## config.mk

```make
export PLATFORM = sky130hd
export DESIGN_NAME = debug_host_frontend
export DESIGN_NICKNAME = d
export VERILOG_FILES = /design/src/rtl/debug_pkg.sv /design/src/rtl/debug_host_frontend.sv
export SDC_FILE = /design/constraint.sdc
export NUM_CORES = 1
export LEC_CHECK = 0
export ABC_CLOCK_PERIOD_IN_PS = 2900
export CAP_MARGIN = 20
export CORE_MARGIN = 1.5
export CORE_UTILIZATION = 35
export DETAILED_ROUTE_END_ITERATION = 10
export PLACE_DENSITY_LB_ADDON = 0.12
export SYNTH_ARGS = -nofsm -noshare
export SYNTH_HDL_FRONTEND = slang
export SYNTH_SLANG_ARGS = --single-unit
```

## constraint.sdc

```tcl
create_clock -name clk -period 2.9 [get_ports clk]
set_input_delay 0.435 -clock clk [delete_from_list [all_inputs] [get_ports clk]]
set_output_delay 0.435 -clock clk [all_outputs]
set_load 0.005 [all_outputs]
```

## src/rtl/debug_pkg.sv

```systemverilog
// Shared opcode, response and harness command encodings for the debug host link.
// Also holds the front-end state type so the harness and front end agree on codes.
package debug_pkg;

  localparam logic [7:0] OP_RUN   = 8'h01;
  localparam logic [7:0] OP_STEPI = 8'h02;
  localparam logic [7:0] OP_STEPC = 8'h03;
  localparam logic [7:0] OP_LOAD  = 8'h10;
  localparam logic [7:0] OP_CLEAR = 8'h20;

  localparam logic [7:0] RSP_EXEC    = 8'h40;
  localparam logic [7:0] RSP_ACK     = 8'h06;
  localparam logic [7:0] RSP_NAK     = 8'h15;
  localparam logic [7:0] RSP_TIMEOUT = 8'h54;

  localparam logic [3:0] CMD_IDLE  = 4'd0;
  localparam logic [3:0] CMD_RUN   = 4'd1;
  localparam logic [3:0] CMD_STEPI = 4'd2;
  localparam logic [3:0] CMD_STEPC = 4'd3;

  typedef enum logic [2:0] {
    ST_IDLE,
    ST_GET_LEN,
    ST_GET_DATA,
    ST_ISSUE,
    ST_WAIT,
    ST_CLEAR,
    ST_RESP
  } state_t;

endpackage

```

## src/rtl/debug_host_frontend.sv

```systemverilog
// Parses host opcode/data bytes into harness strobes, ROM writes and ROM clear,
// then returns exactly one response byte per packet; every output is registered.
module debug_host_frontend
  import debug_pkg::*;
#(
  parameter int ROM_BYTES   = 32,
  parameter int ROM_ADDR_W  = 12,
  parameter int CMD_TIMEOUT = 1024
) (
  input  logic                  clk,
  input  logic                  reset_n,
  input  logic [7:0]            rx_data,
  input  logic                  rx_valid,
  output logic                  rx_ready,
  output logic [7:0]            tx_data,
  output logic                  tx_valid,
  input  logic                  tx_ready,
  output logic [3:0]            debug_cmd,
  input  logic                  command_complete,
  input  logic                  dut_z,
  output logic [7:0]            code_rom_data_in,
  output logic [ROM_ADDR_W-1:0] code_rom_addr_in,
  output logic                  program_rom_mode,
  output logic                  reset_code_rom_n
);

  localparam int TW = (CMD_TIMEOUT > 1) ? $clog2(CMD_TIMEOUT) : 1;

  state_t                state, state_d;
  logic                  rx_ready_d, tx_valid_d, prog_d, clr_n_d;
  logic [7:0]            tx_data_d, rom_data_d;
  logic [3:0]            debug_cmd_d;
  logic [ROM_ADDR_W-1:0] rom_addr_d, len, len_d, cnt, cnt_d;
  logic [TW-1:0]         tcnt, tcnt_d;
  logic                  accept;

  assign accept = rx_valid && rx_ready;

  always_comb begin
    state_d     = state;
    tx_data_d   = tx_data;
    tx_valid_d  = tx_valid;
    debug_cmd_d = CMD_IDLE;
    prog_d      = 1'b0;
    rom_addr_d  = code_rom_addr_in;
    rom_data_d  = code_rom_data_in;
    clr_n_d     = 1'b1;
    len_d       = len;
    cnt_d       = cnt;
    tcnt_d      = tcnt;
    case (state)
      ST_IDLE: if (accept) begin
        case (rx_data)
          OP_RUN:   begin state_d = ST_ISSUE; debug_cmd_d = CMD_RUN;   end
          OP_STEPI: begin state_d = ST_ISSUE; debug_cmd_d = CMD_STEPI; end
          OP_STEPC: begin state_d = ST_ISSUE; debug_cmd_d = CMD_STEPC; end
          OP_LOAD:  state_d = ST_GET_LEN;
          OP_CLEAR: begin state_d = ST_CLEAR; clr_n_d = 1'b0; end
          default:  begin state_d = ST_RESP; tx_data_d = RSP_NAK; tx_valid_d = 1'b1; end
        endcase
      end
      ST_GET_LEN: if (accept) begin
        if (rx_data == 8'd0 || {24'd0, rx_data} > 32'(ROM_BYTES)) begin
          state_d    = ST_RESP;
          tx_data_d  = RSP_NAK;
          tx_valid_d = 1'b1;
        end else begin
          state_d = ST_GET_DATA;
          len_d   = ROM_ADDR_W'(rx_data);
          cnt_d   = '0;
        end
      end
      ST_GET_DATA: if (accept) begin
        prog_d     = 1'b1;
        rom_addr_d = cnt;
        rom_data_d = rx_data;
        cnt_d      = cnt + ROM_ADDR_W'(1);
        // ACK is raised by RESP one cycle later so it trails the last write pulse.
        if (cnt == len - ROM_ADDR_W'(1)) begin
          state_d   = ST_RESP;
          tx_data_d = RSP_ACK;
        end
      end
      ST_ISSUE: begin
        state_d = ST_WAIT;
        tcnt_d  = '0;
      end
      ST_WAIT: begin
        if (command_complete) begin
          state_d    = ST_RESP;
          tx_data_d  = RSP_EXEC | {7'd0, dut_z};
          tx_valid_d = 1'b1;
        end else if (tcnt == TW'(CMD_TIMEOUT - 1)) begin
          state_d    = ST_RESP;
          tx_data_d  = RSP_TIMEOUT;
          tx_valid_d = 1'b1;
        end else begin
          tcnt_d = tcnt + TW'(1);
        end
      end
      ST_CLEAR: begin
        state_d    = ST_RESP;
        tx_data_d  = RSP_ACK;
        tx_valid_d = 1'b1;
      end
      ST_RESP: begin
        if (!tx_valid) begin
          tx_valid_d = 1'b1;
        end else if (tx_ready) begin
          tx_valid_d = 1'b0;
          state_d    = ST_IDLE;
        end
      end
      default: state_d = ST_IDLE;
    endcase
    rx_ready_d = (state_d == ST_IDLE) || (state_d == ST_GET_LEN) || (state_d == ST_GET_DATA);
  end

  always_ff @(posedge clk or negedge reset_n) begin
    if (!reset_n) begin
      state            <= ST_IDLE;
      rx_ready         <= 1'b0;
      tx_data          <= '0;
      tx_valid         <= 1'b0;
      debug_cmd        <= CMD_IDLE;
      program_rom_mode <= 1'b0;
      code_rom_addr_in <= '0;
      code_rom_data_in <= '0;
      reset_code_rom_n <= 1'b1;
      len              <= '0;
      cnt              <= '0;
      tcnt             <= '0;
    end else begin
      state            <= state_d;
      rx_ready         <= rx_ready_d;
      tx_data          <= tx_data_d;
      tx_valid         <= tx_valid_d;
      debug_cmd        <= debug_cmd_d;
      program_rom_mode <= prog_d;
      code_rom_addr_in <= rom_addr_d;
      code_rom_data_in <= rom_data_d;
      reset_code_rom_n <= clr_n_d;
      len              <= len_d;
      cnt              <= cnt_d;
      tcnt             <= tcnt_d;
    end
  end

endmodule

```

**Word-level counts from Yosys, hierarchy flattened**

Cells that the tools add are included.

- Word-level logic and storage cells: 105
- Output and inout port bits: 36
- Input bits: 14
- Register bits after elaboration: 69

- Add/sub/neg operators: 3
- Order comparisons: 1
- Equality and inequality tests: 25
- Bitwise logic cells: 1
- Reductions and logical operators: 19
- Multiplexer cells: 44

Operators by type and width:

| kind | count |
|---|---|
| two-way mux 8 bit | 8 |
| case mux 8 bit (5 select lines) | 1 |
| two-way mux 12 bit | 3 |
| two-way mux 3 bit | 9 |
| case mux 12 bit (2 select lines) | 1 |
| case mux 3 bit (7 select lines) | 1 |
| two-way mux 10 bit | 2 |
| case mux 10 bit (2 select lines) | 1 |
| != test 2 bit (second input constant) | 9 |
| == test 8 x 2 -> 1 bit (second input constant) | 2 |
| two-way mux 1 bit | 13 |
| adder 12 x 1 -> 12 bit (second input constant) | 1 |
| == test 12 bit | 1 |
| adder 10 x 1 -> 10 bit (second input constant) | 1 |
| == test 10 bit (second input constant) | 1 |
| nonzero test 5 bit | 2 |
| == test 3 x 2 -> 1 bit (second input constant) | 3 |
| == test 3 bit (second input constant) | 3 |
| case mux 3 bit (3 select lines) | 1 |
| subtractor 8 x 1 -> 9 bit (second input constant) | 1 |
| == test 8 x 1 -> 1 bit (second input constant) | 1 |
| == test 8 x 5 -> 1 bit (second input constant) | 1 |
| == test 8 x 6 -> 1 bit (second input constant) | 1 |
| > comparator 8 x 6 -> 1 bit (second input constant) | 1 |
| 18 further kinds | 25 |

**Logic depth before layout (Yosys ltp)**

Gate-level depths: netlist of run 1.

- Depth in word-level cells: 8
- Mapped depth: 9
- Gate-level depth less buffers: 8

**Worst setup path after synthesis of run 1**

Ideal clock, no wire load.

- Path type: reg-to-reg
- From: register len[0]
- To: register rx_ready
- Setup slack: 0.678 ns
- Cell stages (with the launch flop): 10
- Period minus slack after synthesis: 2.222 ns
- Arrival: 2.102 ns
- Path buffers: 1
- Data required time: 2.780 ns
- Setup time: 0.120 ns
- Cell sequence: dfrtp_1 -> inv_1 -> ha_1 -> buf_2 -> nor2b_1 -> or3_1 -> a31oi_1 -> o2111ai_1 -> or4_4 -> and3_1

- Cells in the longest elaborated chain, start to end: 8
- Elaborated cells on any way between the ends: 10
- Those cells by class: add/sub: 1; eq/ne: 3; mux: 3; reduce/logical: 3

RTL lines:

| item | RTL line | text |
|---|---|---|
| start, declared | debug_host_frontend.sv:33 | `logic [ROM_ADDR_W-1:0] rom_addr_d, len, len_d, cnt, cnt_d;` |
| start signal, assigned | debug_host_frontend.sv:143 | `len <= len_d;` |
| subtractor 8 x 1 -> 9 bit * | debug_host_frontend.sv:79 | `if (cnt == len - ROM_ADDR_W'(1)) begin` |
| == test 12 bit * | debug_host_frontend.sv:79 |  |
| two-way mux 3 bit * | debug_host_frontend.sv:79 |  |
| two-way mux 3 bit * | debug_host_frontend.sv:73 | `ST_GET_DATA: if (accept) begin` |
| case mux 3 bit (7 select lines) * | debug_host_frontend.sv:51 | `case (state)` |
| == test 3 x 1 -> 1 bit / zero test 3 bit (equally long branches) | debug_host_frontend.sv:116 | `rx_ready_d = (state_d == ST_IDLE) \|\| (state_d == ST_GET_LEN) \|\| (state_d == ST_GET_DATA);` |
| logical OR 1 bit | debug_host_frontend.sv:116 |  |
| logical OR 1 bit * | debug_host_frontend.sv:116 |  |
| named net rx_ready_d | debug_host_frontend.sv:30 | `logic rx_ready_d, tx_valid_d, prog_d, clr_n_d;` |
| end signal, assigned | debug_host_frontend.sv:135 | `rx_ready <= rx_ready_d;` |
| end, declared | debug_host_frontend.sv:14 | `output logic rx_ready,` |

Mark *: on every way through the listed nets, which the timed path passes. The rest lies on a longest branch.
A chain may end at the register's enable or synchronous reset.

**Final worst setup path of run 1**

- From: register len[0]
- To: register tx_data[0]

- Cells in the longest elaborated chain, start to end: 4

RTL lines:

| item | RTL line | text |
|---|---|---|
| subtractor 8 x 1 -> 9 bit | debug_host_frontend.sv:79 |  |
| == test 12 bit | debug_host_frontend.sv:79 |  |
| != test 2 bit (no line) | -- |  |
| AND reduction 8 bit (no line) | -- |  |
| end signal, assigned | debug_host_frontend.sv:136 | `tx_data <= tx_data_d;` |
| end, declared | debug_host_frontend.sv:15 | `output logic [7:0] tx_data,` |

No other way between the ends.

==> impl_metrics.py, run 1 <==
metrics = {
    "logic_synthesis": {
        "synthesis.area_um2": 3330,
        "synth_seq_area_share_pct": 48.1,
        "synth_ff_type": "dfrtp_1",
        "async_reset_ff_share_pct": 100,
        "yosysWarnings": 0,
        "synth_cell_types": 54,
        "synth-edff-count": 0,
        "syn_avg_cell_area_um2": 9.01,
        "syn-instance-count": 370,
        "yosys_register_bits": 64,
    },
    "layout": {
        "stdcell_count": 550,
        "num-fill-cells": 923,
        "insertedDiodeCount": 0,
        "fin_util_pct": 44.5,
        "area_growth_pct": 23.4,
        "final_nets": 434,
        "drive_above_1_share_pct": 9.03,
    },
    "setup_path": {
        "arrival_ps": 2620,
        "start_kind": "flop",
        "crit_fanout": 9,
        "cp_slowest_cell": "nor3_1",
        "path_class": "reg2reg",
        "cpPeakStageDelay_ps": 460,
        "worst_setup_path_end_kind": "flop",
        "required_ps": 3090,
        "path_cells": "inv_1 > ha_1 > nor2b_1 > or3_1 > a31oi_1 > o2111ai_1 > nor3_1 > o21ai_0",
    },
    "global_routing": {
        "antenna_found_initial": 0,
        "grtUsageMet3_pct": 4.65,
        "grt_pass1_wl_um": 13300,
        "grt_use_total_pct": 16.8,
        "grt_overflow_total": 0,
        "grt_max_degree": 36,
        "busiest_layer": "met2",
        "met1_usage_pct": 23.3,
        "grtUsageMet2_pct": 25.3,
        "grt_pass1_vias": 2674,
    },
    "floorplan": {
        "die_w_um": 101,
        "rows": 35,
        "core_area_um2": 9240,
        "boundaryPins": 50,
        "die_area_um2": 10100,
        "die-height_um": 101,
        "initial_utilization_pct": 36.1,
    },
    "cts": {
        "clk_pin_slew_ps": 70,
        "clkSinkCount": 64,
        "cts_tree": "yes",
        "cts-root-buf": "clkbuf_8",
        "cts_hold_buf": 0,
        "clk_latency_ps": 330,
        "cts_buffers": 9,
        "postCtsSetupBuffers": 0,
        "cts_resized": 0,
        "clock_path_buffers": 2,
        "htreeDepth": 3,
    },
    "timing": {
        "tns_ps": 0,
        "slew_headroom_pct": 61.2,
        "fin_crit_ps": 2430,
        "setup_ws_ps": 466,
        "setup_violations": 0,
        "max_freq_mhz": 411,
        "worst_pin_slew_ps": 582,
        "period_share_pct": 83.9,
        "rsz0062_at_grt": "no",
        "hold_ws_ps": 118,
        "drv_slew": 0,
        "skew_ps": 8.28,
        "hold_viol_final": 0,
    },
    "drt": {
        "totalWireLength_um": 7780,
        "wl_per_cell_um": 14.2,
        "vias": 2718,
        "ant_nets": 0,
        "drc_errors": 0,
        "first_pass_iters": 4,
        "drt_iter0_drc": 75,
        "vias_per_cell": 4.94,
    },
    "hold_path": {
        "hp-class": "in2async",
    },
    "status": {
        "status": "finished, final reports clean",
    },
    "job": {
        "cap_violations": 0,
    },
    "placement": {
        "dp.final_hpwl_um": 5610,
        "placed_cells_incl_taps": 535,
        "place_ws_ps": 295,
        "portBuffers": 44,
        "gp_congestion": 0.774,
    },
    "pwr": {
        "power_density_nw_per_um2": 735,
        "peakVddDrop_mv": 0.355,
        "p_leak_nw": 1.90,
    },
}
routing by layer:
layer	vias to the layer above	wire [µm]	share of wire [%]
li1	1343	-	-
met1	1311	3900	50
met2	56	3440	44
met3	8	364	4.7
met4	0	89	1.1
met5	-	0	0
final timing paths:
check | start | end | slack, ps | depth (start not counted)
max | len[0]$_DFFE_PN0P_ | tx_data[0]$_DFFE_PN0P_ | 470 | 8
min | reset_n | code_rom_addr_in[9]$_DFFE_PN0P_ | 120 | 2
max reg2reg | len[0]$_DFFE_PN0P_ | tx_data[0]$_DFFE_PN0P_ | 470 | 8
min reg2reg | code_rom_addr_in[3]$_DFFE_PN0P_ | code_rom_addr_in[3]$_DFFE_PN0P_ | 480 | 2
max in group asynchronous | reset_n | reset_code_rom_n$_DFF_PN1_ | 2400 | 2
min in group clk | code_rom_addr_in[3]$_DFFE_PN0P_ | code_rom_addr_in[3]$_DFFE_PN0P_ | 480 | 2
cell usage in the layout, fill, tap and decap left out, types with 4 or more instances in the layout:
cell / n
nand2b_1: 4
mux2_2: 5
dfrtp_1: 63
buf_4: 10
o21ai_0: 24
inv_1: 6
xor2_1: 14
xnor2_1: 5
nor2_1: 27
nor2b_1: 5
nand3_1: 7
and3_1: 9
conb_1: 5
a21oi_1: 12
a31oi_1: 5
clkdlybuf4s50_1: 43
mux2i_1: 4
or3_1: 6
clkbuf_8: 10
nand2_1: 85
nor3_1: 7
nand4_1: 10
and2_1: 5
worst max-delay path, delay by kind of cell (launching register included):
family,cells,cell delay (ps)
AOI/OAI and AO/OA,3,510
and+or+nand+nor,3,980
DFF,1,400
buffers and inverters,1,80
adders and majority gates,1,310
state kept, by name, summed over array words and instances (netlist names):
| register | cells |
|---|---|
| cnt | 12 |
| tx_data | 5 |
| rx_ready | 1 |
| reset_code_rom_n | 1 |
| len | 8 |
| tcnt | 10 |
| code_rom_addr_in | 12 |
| program_rom_mode | 1 |
| state | 3 |
| code_rom_data_in | 8 |
| debug_cmd | 2 |
| tx_valid | 1 |
per-stage QoR:
step	instance area (µm²)	total power, mW
floorplan	3350	1.84
global placement	3930	2.31
detailed placement	3930	2.32
CTS	4110	3.07
global route	4110	3.26
finish	4110	3.02
synth_stat cells, drive strengths merged (2+ instances only):
library cell   n  area, µm²
dfrtp         63       1580
or3            6       37.5
nand4         10       62.6
o21ai         25        125
nor4           2       42.5
mux2i          4       40.0
o21a           2       15.0
xor2          14        123
and3b          2       17.5
a211oi         3       22.5
ha             3       37.5
inv            7       26.3
mux2           5       56.3
a21oi         12       60.1
a31oi          5       31.3
nand2b         4       25.0
nor3           7       35.0
a21boi         3       22.5
nor3b          3       27.5
a21o           2       15.0
buf           10       65.1
clkbuf        13       48.8
or2            2       12.5
nand3          7       35.0
nor2b          5       31.3
nor2          27        101
and3           9       56.3
o2111ai        2       17.5
xnor2          5       43.8
and2           5       31.3
nand2         85        319
or4            3       26.3
cells by family after synthesis:
group	after synthesis	synth area share (%)
and+or+nand+nor	184	27.8
xor gates and xnor gates	19	4.99
muxes	9	2.89
DFF	64	48.1
adders and majority gates	3	1.13
other	1	0.113
buffers and inverters	30	4.20
AOI/OAI and AO/OA	60	10.8
area by class of cell:
class / count / area, µm² / area share, %
Clock buffer: 11 / 141 / 3.44
Clock inverter: 4 / 45.0 / 1.10
Inverter: 7 / 26.3 / 0.639
Multi-Input combinational cell: 280 / 1610 / 39.0
Sequential cell: 64 / 1600 / 39.0
Tap cell: 129 / 161 / 3.92
Timing Repair Buffer: 55 / 531 / 12.9
power by group:
part           leakage [nW]  internal [mW]  total, mW  switching (mW)
Combinational         0.977          0.522       1.03           0.513
Clock                0.0989          0.412      0.739           0.327
Sequential            0.821           1.08       1.25           0.166
Power figures use the tool's default switching activity.
==> run 2, diff against run 1 <==
- ABC_CLOCK_PERIOD_IN_PS: 2900 -> 2200
- clock period: 2.9 -> 2.2 ns (I/O delays scaled with it)
==> run 2 against run 1 <==
Against the previous run:
- the run now ends with negative hold slack left
- final cell count grew 6.2%
- highest routed layer unchanged
- count of clock-buffer cells in the layout shrank 2
- critical endpoint is now rx_ready$_DFF_PN0_
- die area is the same
- hold slack lost 130 ps
- first-iteration DRC count grew 43%
- worst setup slack lost 420 ps
- core utilization grew 2.7 points
==> impl_metrics.py, run 2 (same netlist as run 1, synthesis figures left out) <==
metrics = {
    "pwr": {
        "peakVddDrop_mv": 0.523,
        "p_leak_nw": 2.06,
        "power_mw": 4.00,
        "power_density_nw_per_um2": 916,
    },
    "global_routing": {
        "grt_max_degree": 65,
        "busiest_layer": "met2",
        "grt_overflow_total": 0,
        "grt_pass1_wl_um": 14000,
        "grt_pass1_vias": 2756,
        "antenna_found_initial": 0,
        "grtUsageMet3_pct": 3.12,
        "grt_use_total_pct": 17.9,
        "met1_usage_pct": 26.0,
        "grtUsageMet2_pct": 26.6,
    },
    "layout": {
        "final_common_cell": "nand2_1",
        "reg_top3": "cnt x12, code_rom_addr_in x12, tcnt x10",
        "most-common-layout-cells": "nand2_1, dfrtp_1, clkdlybuf4s50_1, buf_4, nor2_1",
        "insertedDiodeCount": 0,
        "drive_above_1_share_pct": 16.9,
        "final_nets": 467,
        "num-fill-cells": 930,
        "area_growth_pct": 31.0,
    },
    "status": {
        "failed_checks": "negative hold slack",
        "status": "finished, violations left",
    },
    "cts": {
        "cts_hold_buf": 0,
        "clk_latency_ps": 340,
        "htreeDepth": 3,
        "cts_tree": "yes",
        "clock_path_buffers": 2,
        "clk_pin_slew_ps": 80,
        "cts-root-buf": "clkbuf_8",
        "cts_buffers": 9,
        "clkSinkCount": 64,
    },
    "placement": {
        "portBuffers": 44,
        "dp.final_hpwl_um": 5780,
        "gp_congestion": 0.764,
    },
    "timing": {
        "skew_ps": 14.7,
        "drv_slew": 0,
        "tns_ps": 0,
        "max_freq_mhz": 464,
        "fin_crit_ps": 2160,
        "period_share_pct": 98.1,
        "hold_viol_final": 7,
        "setup_violations": 0,
        "hold_ws_ps": -13.0,
        "rsz0062_at_grt": "yes",
    },
    "setup_path": {
        "crit_fanout": 3,
        "cp_slowest_cell": "or4_4",
        "required_ps": 2430,
        "start_kind": "flop",
        "arrival_ps": 2390,
        "cpPeakStageDelay_ps": 550,
        "path_cells": "nor4_4 > buf_4 > a21oi_1 > nor4bb_1 > nor3_1 > or4_4 > and3_4",
        "critPathTopFamily": "simple AND/OR/NAND/NOR gates",
        "path_class": "reg2reg",
        "worst_setup_path_end_kind": "flop",
        "crit_buf_inv": 1,
    },
    "drt": {
        "drt_iter0_drc": 107,
        "vias": 2852,
        "totalWireLength_um": 8070,
        "drc_errors": 0,
        "ant_nets": 0,
        "wl_per_cell_um": 13.8,
        "first_pass_iters": 4,
        "vias_per_cell": 4.88,
    },
    "floorplan": {
        "die_w_um": 101,
        "die_area_um2": 10100,
        "die-height_um": 101,
        "rows": 35,
        "boundaryPins": 50,
        "core_area_um2": 9240,
        "initial_utilization_pct": 36.1,
    },
    "job": {
        "cap_violations": 0,
    },
    "hold_path": {
        "hp-class": "in2async",
    },
}
run 2: metrics by stage:
step                area [µm²]  cells  hold slack [ps]  setup WS [ps]  util (%)
floorplan                 3350    374             34.4           25.2         -
finish                    4370    584            -13.0           42.8      47.2
CTS                       4340    583             1.72           17.5      47.0
global placement          4170    567              376          -89.8      45.1
detailed placement        4170    567              376           -116      45.1
global route              4370    584             31.6          -56.8      47.2
run 2: per-layer routing:
| metal | vias up | part of all wire (%) |
|---|---|---|
| li1 | 1423 | - |
| met1 | 1369 | 50 |
| met2 | 50 | 45 |
| met3 | 10 | 3.2 |
| met4 | 0 | 1.6 |
| met5 | - | 0 |
run 2: final timing paths:
path,from,to,slack (ps),depth (start not counted)
max,len[5]$_DFFE_PN0P_,rx_ready$_DFF_PN0_,40,7
min,reset_n,code_rom_addr_in[9]$_DFFE_PN0P_,-10,2
min in group clk,code_rom_addr_in[4]$_DFFE_PN0P_,code_rom_addr_in[4]$_DFFE_PN0P_,480,2
max in group asynchronous,reset_n,reset_code_rom_n$_DFF_PN1_,1880,2
max reg2reg,len[5]$_DFFE_PN0P_,rx_ready$_DFF_PN0_,40,7
min reg2reg,code_rom_addr_in[4]$_DFFE_PN0P_,code_rom_addr_in[4]$_DFFE_PN0P_,480,2
run 2: repair_timing:
item                                    4_1_cts  5_1_grt
setup buffers                                 0        1
resized for setup                             0        4
endpoints found under the setup margin        0        4
run 2: where the power goes:
group / switching, mW / internal (mW)
Sequential: 0.200 / 1.43
Combinational: 0.730 / 0.745
Clock: 0.486 / 0.408
run 2: area by class of cell:
class,instances,area [µm²],area share [%]
multi-input combinational,280,1620,37.2
sequential,64,1600,36.7
tap,129,161,3.70
timing repair buffer,88,778,17.8
clock buffer,9,124,2.84
clock inverter,7,48.8,1.12
inverter,7,26.3,0.602
